--- src/rtl/ccm_pkg.sv ---
// Shared CCM constants, block types and byte-count helpers.
// Block byte 0 occupies the most significant byte of the 128-bit word.
package ccm_pkg;

    localparam int WIDTH_KEY    = 128;
    localparam int BLOCK_BYTES  = 16;
    localparam int WIDTH_NBYTES = 5;

    typedef struct packed {
        logic                    stream_idx;
        logic [WIDTH_NBYTES-1:0] nbytes;
        logic [WIDTH_KEY-1:0]    data;
    } ct_blk_t;

    // 0 and anything above a full block both mean "full block".
    function automatic logic [WIDTH_NBYTES-1:0] normalise_nbytes(input logic [WIDTH_NBYTES-1:0] nbytes);
        logic [WIDTH_NBYTES-1:0] n;
        n = nbytes;
        if (nbytes == '0 || nbytes > WIDTH_NBYTES'(BLOCK_BYTES)) begin
            n = WIDTH_NBYTES'(BLOCK_BYTES);
        end
        return n;
    endfunction

    function automatic logic [WIDTH_KEY-1:0] byte_mask(input logic [WIDTH_NBYTES-1:0] nbytes);
        logic [WIDTH_KEY-1:0] m;
        m = '0;
        for (int i = 0; i < BLOCK_BYTES; i++) begin
            if (WIDTH_NBYTES'(i) < nbytes) begin
                m[WIDTH_KEY-1-8*i -: 8] = 8'hFF;
            end
        end
        return m;
    endfunction

endpackage

--- src/rtl/ccm_ks_fifo.sv ---
// Purpose: single-stream keystream FIFO with occupancy count.
// Latency: push visible at head one cycle later; head is read combinationally.
// Backpressure: push while full is dropped, pop while empty is ignored.
module ccm_ks_fifo #(
    parameter int DEPTH = 4,
    parameter int WIDTH = 128,
    parameter int OCC_W = $clog2(DEPTH) + 1
) (
    input  logic             clk,
    input  logic             kill_n,
    input  logic             push,
    input  logic [WIDTH-1:0] push_data,
    input  logic             pop,
    output logic [WIDTH-1:0] head,
    output logic [OCC_W-1:0] occ,
    output logic             full,
    output logic             empty
);

    localparam int AW = $clog2(DEPTH);

    logic [WIDTH-1:0] mem [DEPTH];
    logic [AW-1:0]    wr_ptr;
    logic [AW-1:0]    rd_ptr;
    logic             push_ok;
    logic             pop_ok;

    assign full    = (occ == OCC_W'(DEPTH));
    assign empty   = (occ == '0);
    assign push_ok = push & ~full;
    assign pop_ok  = pop & ~empty;
    assign head    = mem[rd_ptr];

    always_ff @(posedge clk) begin
        if (!kill_n) begin
            wr_ptr <= '0;
            rd_ptr <= '0;
            occ    <= '0;
            for (int i = 0; i < DEPTH; i++) begin
                mem[i] <= '0;
            end
        end else begin
            if (push_ok) begin
                mem[wr_ptr] <= push_data;
                wr_ptr      <= wr_ptr + AW'(1);
            end
            if (pop_ok) begin
                rd_ptr <= rd_ptr + AW'(1);
            end
            case ({push_ok, pop_ok})
                2'b10:   occ <= occ + OCC_W'(1);
                2'b01:   occ <= occ - OCC_W'(1);
                default: occ <= occ;
            endcase
        end
    end

endmodule

--- src/rtl/ccm_ctr_xor.sv ---
// Purpose: keeps two keystream FIFOs topped up and XOR-masks plaintext into ciphertext.
// Latency: 1 cycle plaintext accept to ciphertext valid; counter requests are registered.
// Backpressure: pt_ready drops when the stream FIFO is empty or the held ct block is stalled.
module ccm_ctr_xor #(
    parameter int WIDTH_KEY    = 128,
    parameter int KS_DEPTH     = 4,
    parameter int WIDTH_NBYTES = 5
) (
    input  logic                    clk,
    input  logic                    kill_n,
    output logic                    ctr_req,
    output logic                    ctr_req_stream_idx,
    input  logic                    ks_valid,
    input  logic                    ks_stream_idx,
    input  logic [WIDTH_KEY-1:0]    ks_data,
    input  logic                    pt_valid,
    output logic                    pt_ready,
    input  logic                    pt_stream_idx,
    input  logic [WIDTH_KEY-1:0]    pt_data,
    input  logic [WIDTH_NBYTES-1:0] pt_nbytes,
    output logic                    ct_valid,
    input  logic                    ct_ready,
    output logic                    ct_stream_idx,
    output logic [WIDTH_KEY-1:0]    ct_data,
    output logic [WIDTH_NBYTES-1:0] ct_nbytes,
    output logic                    ks_overflow
);

    import ccm_pkg::*;

    localparam int OCC_W = $clog2(KS_DEPTH) + 1;
    localparam int CNT_W = OCC_W + 1;

    logic [1:0]           fifo_push;
    logic [1:0]           fifo_pop;
    logic [1:0]           fifo_full;
    logic [1:0]           fifo_empty;
    logic [WIDTH_KEY-1:0] fifo_head [2];
    logic [OCC_W-1:0]     fifo_occ  [2];

    logic                 pt_accept;

    for (genvar s = 0; s < 2; s++) begin : g_fifo
        assign fifo_push[s] = ks_valid & (ks_stream_idx == 1'(s));
        assign fifo_pop[s]  = pt_accept & (pt_stream_idx == 1'(s));

        ccm_ks_fifo #(
            .DEPTH (KS_DEPTH),
            .WIDTH (WIDTH_KEY),
            .OCC_W (OCC_W)
        ) u_fifo (
            .clk       (clk),
            .kill_n    (kill_n),
            .push      (fifo_push[s]),
            .push_data (ks_data),
            .pop       (fifo_pop[s]),
            .head      (fifo_head[s]),
            .occ       (fifo_occ[s]),
            .full      (fifo_full[s]),
            .empty     (fifo_empty[s])
        );
    end

    // ------------------------------------------------------------------
    // Counter request arbiter
    // ------------------------------------------------------------------
    logic             req_d;
    logic             req_d_idx;
    logic             last_grant;
    logic [CNT_W-1:0] committed [2];
    logic [1:0]       credit;
    logic             req_nxt;
    logic             req_idx_nxt;

    // A request is outstanding for two cycles: the cycle ctr_req is high and
    // the following cycle when its keystream is on the bus but not yet in occ.
    always_comb begin
        for (int s = 0; s < 2; s++) begin
            committed[s] = CNT_W'(fifo_occ[s])
                         + CNT_W'(ctr_req && (ctr_req_stream_idx == 1'(s)))
                         + CNT_W'(req_d && (req_d_idx == 1'(s)));
            credit[s]    = committed[s] < CNT_W'(KS_DEPTH);
        end

        req_nxt     = |credit;
        req_idx_nxt = 1'b0;
        if (&credit) begin
            if (fifo_occ[0] < fifo_occ[1]) begin
                req_idx_nxt = 1'b0;
            end else if (fifo_occ[1] < fifo_occ[0]) begin
                req_idx_nxt = 1'b1;
            end else begin
                req_idx_nxt = ~last_grant;
            end
        end else if (credit[1]) begin
            req_idx_nxt = 1'b1;
        end
    end

    always_ff @(posedge clk) begin
        if (!kill_n) begin
            ctr_req            <= 1'b0;
            ctr_req_stream_idx <= 1'b0;
            req_d              <= 1'b0;
            req_d_idx          <= 1'b0;
            last_grant         <= 1'b1;
        end else begin
            ctr_req            <= req_nxt;
            ctr_req_stream_idx <= req_idx_nxt;
            req_d              <= ctr_req;
            req_d_idx          <= ctr_req_stream_idx;
            if (req_nxt) begin
                last_grant <= req_idx_nxt;
            end
        end
    end

    // ------------------------------------------------------------------
    // XOR / mask datapath and output register
    // ------------------------------------------------------------------
    ct_blk_t                 ct_q;
    ct_blk_t                 ct_nxt;
    logic [WIDTH_NBYTES-1:0] nb_norm;

    assign pt_ready  = ~fifo_empty[pt_stream_idx] & (~ct_valid | ct_ready);
    assign pt_accept = pt_valid & pt_ready;
    assign nb_norm   = normalise_nbytes(pt_nbytes);

    always_comb begin
        ct_nxt            = ct_q;
        ct_nxt.stream_idx = pt_stream_idx;
        ct_nxt.nbytes     = nb_norm;
        ct_nxt.data       = (pt_data ^ fifo_head[pt_stream_idx]) & byte_mask(nb_norm);
    end

    always_ff @(posedge clk) begin
        if (!kill_n) begin
            ct_valid    <= 1'b0;
            ct_q        <= '0;
            ks_overflow <= 1'b0;
        end else begin
            if (pt_accept) begin
                ct_q     <= ct_nxt;
                ct_valid <= 1'b1;
            end else if (ct_ready) begin
                ct_valid <= 1'b0;
            end
            if (ks_valid && fifo_full[ks_stream_idx]) begin
                ks_overflow <= 1'b1;
            end
        end
    end

    assign ct_stream_idx = ct_q.stream_idx;
    assign ct_nbytes     = ct_q.nbytes;
    assign ct_data       = ct_q.data;

endmodule

--- config.mk ---
export PLATFORM = sky130hd
export DESIGN_NAME = ccm_ctr_xor
export DESIGN_NICKNAME = d
export VERILOG_FILES = /design/src/rtl/ccm_pkg.sv /design/src/rtl/ccm_ks_fifo.sv /design/src/rtl/ccm_ctr_xor.sv
export SDC_FILE = /design/constraint.sdc
export NUM_CORES = 2
export LEC_CHECK = 0
export CORE_ASPECT_RATIO = 0.7
export CORE_MARGIN = 4
export CORE_UTILIZATION = 50
export CTS_BUF_LIST = sky130_fd_sc_hd__clkbuf_8
export DETAILED_ROUTE_END_ITERATION = 10
export GPL_ROUTABILITY_DRIVEN = 0
export PLACE_DENSITY = 0.71
export RECOVER_POWER = 100
export SYNTH_ARGS = -nofsm -noshare
export SYNTH_HDL_FRONTEND = slang
export SYNTH_HIERARCHICAL = 1
export SYNTH_SLANG_ARGS = --single-unit
--- constraint.sdc ---
create_clock -name clk -period 35 [get_ports clk]
set_clock_uncertainty 0.15 [all_clocks]
set_input_delay 7 -clock clk [delete_from_list [all_inputs] [get_ports clk]]
set_output_delay 7 -clock clk [all_outputs]
set_load 0.01 [all_outputs]
==> metrics.md <==
| Metric | Value |
|---|---|
| Status | `finished with violations` |
| Failing checks | `capacitance limit, slew limit` |
| CP delay by family, top | `buffers and inverters` |
| Ys Warns | `6` |
| Routed length on met2 | `~67000 µm` |
| Max-cap violations | `48` |
| Layout cells sized above 1 | `13.22%` |
| Period utilization | `52.37%` |
| Synth Cell Area | `52340 µm²` |
| CTS tree | `built` |
| Vias in the first global route | `~31000` |
| Critical path data arrival time | `between 10 and 15 ns` |
| Post_cts resized | `0` |
| Sequential Area | `between 30000 and 40000 µm²` |
| Clock root buffer | `clkbuf_8` |
| Syn-to-layout area delta | `15.85%` |
| Fillers | `a little under 8000` |
| Max clock buf depth | `3` |
| Total GRT Usage | `approximately 25%` |
| Largest net degree at the start of global routing | `~130` |
| Class of the worst hold path | `flip-flop to flip-flop` |
| DRT Pass-1 Iters | `8` |
| CP Capture Type | `primary output` |
| Mapped Cells | `between 3000 and 4000` |
| Number of port buffers | `406` |
| Max-slew violation count | `around 2400` |
| Total core area | `between 100000 and 150000 µm²` |
| Clk_lat worst skew | `about 0.85 ns` |
| M1 wire length | `between 50000 and 60000 µm` |
| Post-synthesis sequential area ratio | `~65%` |
| Crit path from | `pt_stream_idx` |
| Post-CTS Hold Buffers | `0` |
| Worst path bufs/invs | `2` |
| DR WL met3 | `10840 µm` |
| Worst Max-Slew Pin Slew | `just over 10 ns` |
| Setup ws final | `16.67 ns` |
| Area occupied by multi-input gates | `between 15000 and 20000 µm²` |
| DR iter-0 viols | `2683` |
| FF-to-FF End | `g_fifo[0].u_fifo/mem[1][103]` |
| # Post-CTS Setup Buffers | `0` |
| RSZ-0062 raised after global routing | `false` |
| Final setup TNS | `0 ns` |
| Clock Sinks | `approximately 1200` |
| First-pass GRT wire length | `~200000 µm` |
| Critical-path top delay cell | `clkbuf_1` |
| Flop-to-flop setup slack | `between 20 and 25 ns` |
| Avg WL per Cell | `~26 µm` |
| Total grt overflow | `0` |
| CTS Buf Count | `180` |
| Synthesized flop and latch total | `approximately 1200` |
| Number of distinct library cells after synthesis | `58` |
| # rows | `98` |
| Pleak | `~22 nW` |
| Net Count, Synth | `3604` |
| Routed WL | `about 140000 µm` |
| # DRC | `0` |
| Worst slack, placed | `slightly below 20 ns` |
| Htree depth | `4` |
| Slew headroom | `-577.5%` |
| Req. time, crit path | `roughly 28 ns` |
| Logic depth of the worst path, buffers included | `4` |
| CP Max Fanout | `40` |
| Number of synthesized flops with an enable pin | `1024` |
| Die height | `278.7 µm` |
| Critical-path cell list | `clkbuf_1, mux2i_1, and2_0, clkdlybuf4s50_1` |
| Die width | `between 300 and 400 µm` |
| Crit start category | `input port` |
| CTS clk-pin slew, worst paths | `around 0.06 ns` |
| VDD IR-drop max | `roughly 0.000026 V` |
| Async SR Flop Fraction | `0%` |
| Period minus WS final | `between 15 and 20 ns` |
| Antenna-violating nets left | `0` |
| Initial antenna violation count | `23` |
| Largest stage delay on the critical path | `roughly 2.6 ns` |
| Dpl hpwl | `about 75000 µm` |
| RR Startpoint | `g_fifo[0].u_fifo/occ[0]` |
| Die area | `between 100000 and 150000 µm²` |
| Initial Util | `about half` |
| Final Hold Viols | `0` |
| Critical path class | `input port to primary output` |
| Highest metal used | `met5` |
| R2r worst-path depth | `4` |
| Critical path endpoint | `pt_ready` |
| I/O Pins | `407` |
| Nets | `between 4000 and 5000` |
| Final setup fails | `0` |
| FMAX | `about 0.055 GHz` |
| Post-Syn Area per Cell | `roughly 16 µm²` |
| Top_reg_cell synth | `edfxtp_1` |
| Pwr dens | `between 40 and 50 nW/µm²` |
| Vias per cell | `roughly 5.6` |
| Via count | `just under 30000` |
==> where the power goes <==
part | internal, mW | leakage (nW) | switching, mW
Sequential | 1.61 | 11.9 | 0.0201
Clock | 0.548 | 2.01 | 0.537
Combinational | 0.108 | 7.87 | 0.138
==> how the worst min path moves through the flow <==
| stage | start | cells past startpoint | end | slack [ns] |
|---|---|---|---|---|
| 6_report | ct_data[87] | 2 | ct_data[87] | 0.31 |
| 3_3_place_gp | ct_data[103] | 2 | ct_data[103] | 0.30 |
| 3_5_place_dp | ct_data[81] | 2 | ct_data[81] | 0.31 |
| 2_1_floorplan | last_grant | 2 | last_grant | 0.30 |
| 4_1_cts | ct_data[84] | 2 | ct_data[84] | 0.32 |
| 5_1_grt | ct_data[84] | 2 | ct_data[84] | 0.33 |
==> synthesized netlist by cell type, drive strengths merged (5+ instances only) <==
library cell | instances | share of area (%)
and2 | 1036 | 12
edfxtp | 1024 | 59
mux4 | 256 | 11
buf | 168 | 1.8
dfxtp | 159 | 6.1
mux2i | 131 | 2.5
xnor2 | 128 | 2.1
a22o | 85 | 1.4
nand2 | 58 | 0.42
clkbuf | 46 | 0.33
a21boi | 43 | 0.62
nand3 | 41 | 0.40
o21ai | 22 | 0.21
inv | 19 | 0.14
nor2b | 18 | 0.22
nor3 | 10 | 0.16
a22oi | 8 | 0.11
ha | 8 | 0.19
nand2b | 8 | 0.096
a21oi | 6 | 0.079
nor2 | 5 | 0.045
==> cells in the final DEF, fill, tap and decap left out, drive strengths merged, types with 43 or more instances in the layout <==
cell type,synthesis,layout
and2,1036,1036
edfxtp,1024,1024
clkdlybuf4s50,0,265
mux4,256,256
clkbuf,46,233
dfxtp,159,159
dlygate4sd3,0,139
mux2i,131,131
xnor2,128,128
inv,19,105
a22o,85,85
nand2,58,58
a21boi,43,43
==> final cells by class <==
type                       count  area share [%]
antenna                       13         0.05365
clock inverter               139           1.187
tap                         1350           2.786
inverter                      19          0.1176
clock buffer                 194           4.404
timing repair buffer         459           7.109
multi-input combinational   1910           28.36
sequential                  1183           55.99
==> worst reg2reg max path: cells and delay by family (launching register included) <==
family / cells / cell delay (ns)
simple gates: 2 / 0.33
buf+inv: 1 / 6.13
compound gates: 1 / 2.34
flops: 1 / 0.46
==> sequential cells by signal (all words and copies together) (netlist names), 4 cells and up, named ones only <==
name	flops
g_fifo.u_fifo/mem	1024
g_fifo.u_fifo/wr_ptr	4
ct_nbytes	5
g_fifo.u_fifo/rd_ptr	4
g_fifo.u_fifo/occ	6
ct_data	128
==> per-layer routing <==
| metal | track usage (%) | vias to the layer above |
|---|---|---|
| met5 | 0 | - |
| met4 | 6.586 | 20 |
| met3 | 5.318 | 180 |
| met2 | 40.38 | 1141 |
| met1 | 35.72 | 14970 |
| li1 | - | 13140 |
==> stage by stage <==
step | total power, mW | instance area (µm²) | hold WS [ns] | cells | util [%]
6_report | 2.964 | 60630 | 0.3137 | 5267 | 58.87
2_1_floorplan | 1.798 | 52340 | 0.2976 | 3326 | -
3_3_place_gp | 1.897 | 57590 | 0.3007 | 4921 | 55.91
3_5_place_dp | 1.903 | 57590 | 0.3066 | 4921 | 55.91
5_1_grt | 3.082 | 60610 | 0.3301 | 5259 | 58.85
4_1_cts | 2.984 | 60980 | 0.3169 | 5254 | 59.20
==> logic make-up after synthesis <==
family	after synthesis	synth area share, %
flip-flops	1183	64.84
multiplexers	388	13.57
AND/OR/NAND/NOR	1200	14.11
AO/OA/AOI/OAI	180	2.733
adder cells (fa/ha/maj)	10	0.2678
XOR/XNOR	132	2.209
buffers and inverters	233	2.274
No activity file was read; power rests on OpenSTA's default activity.
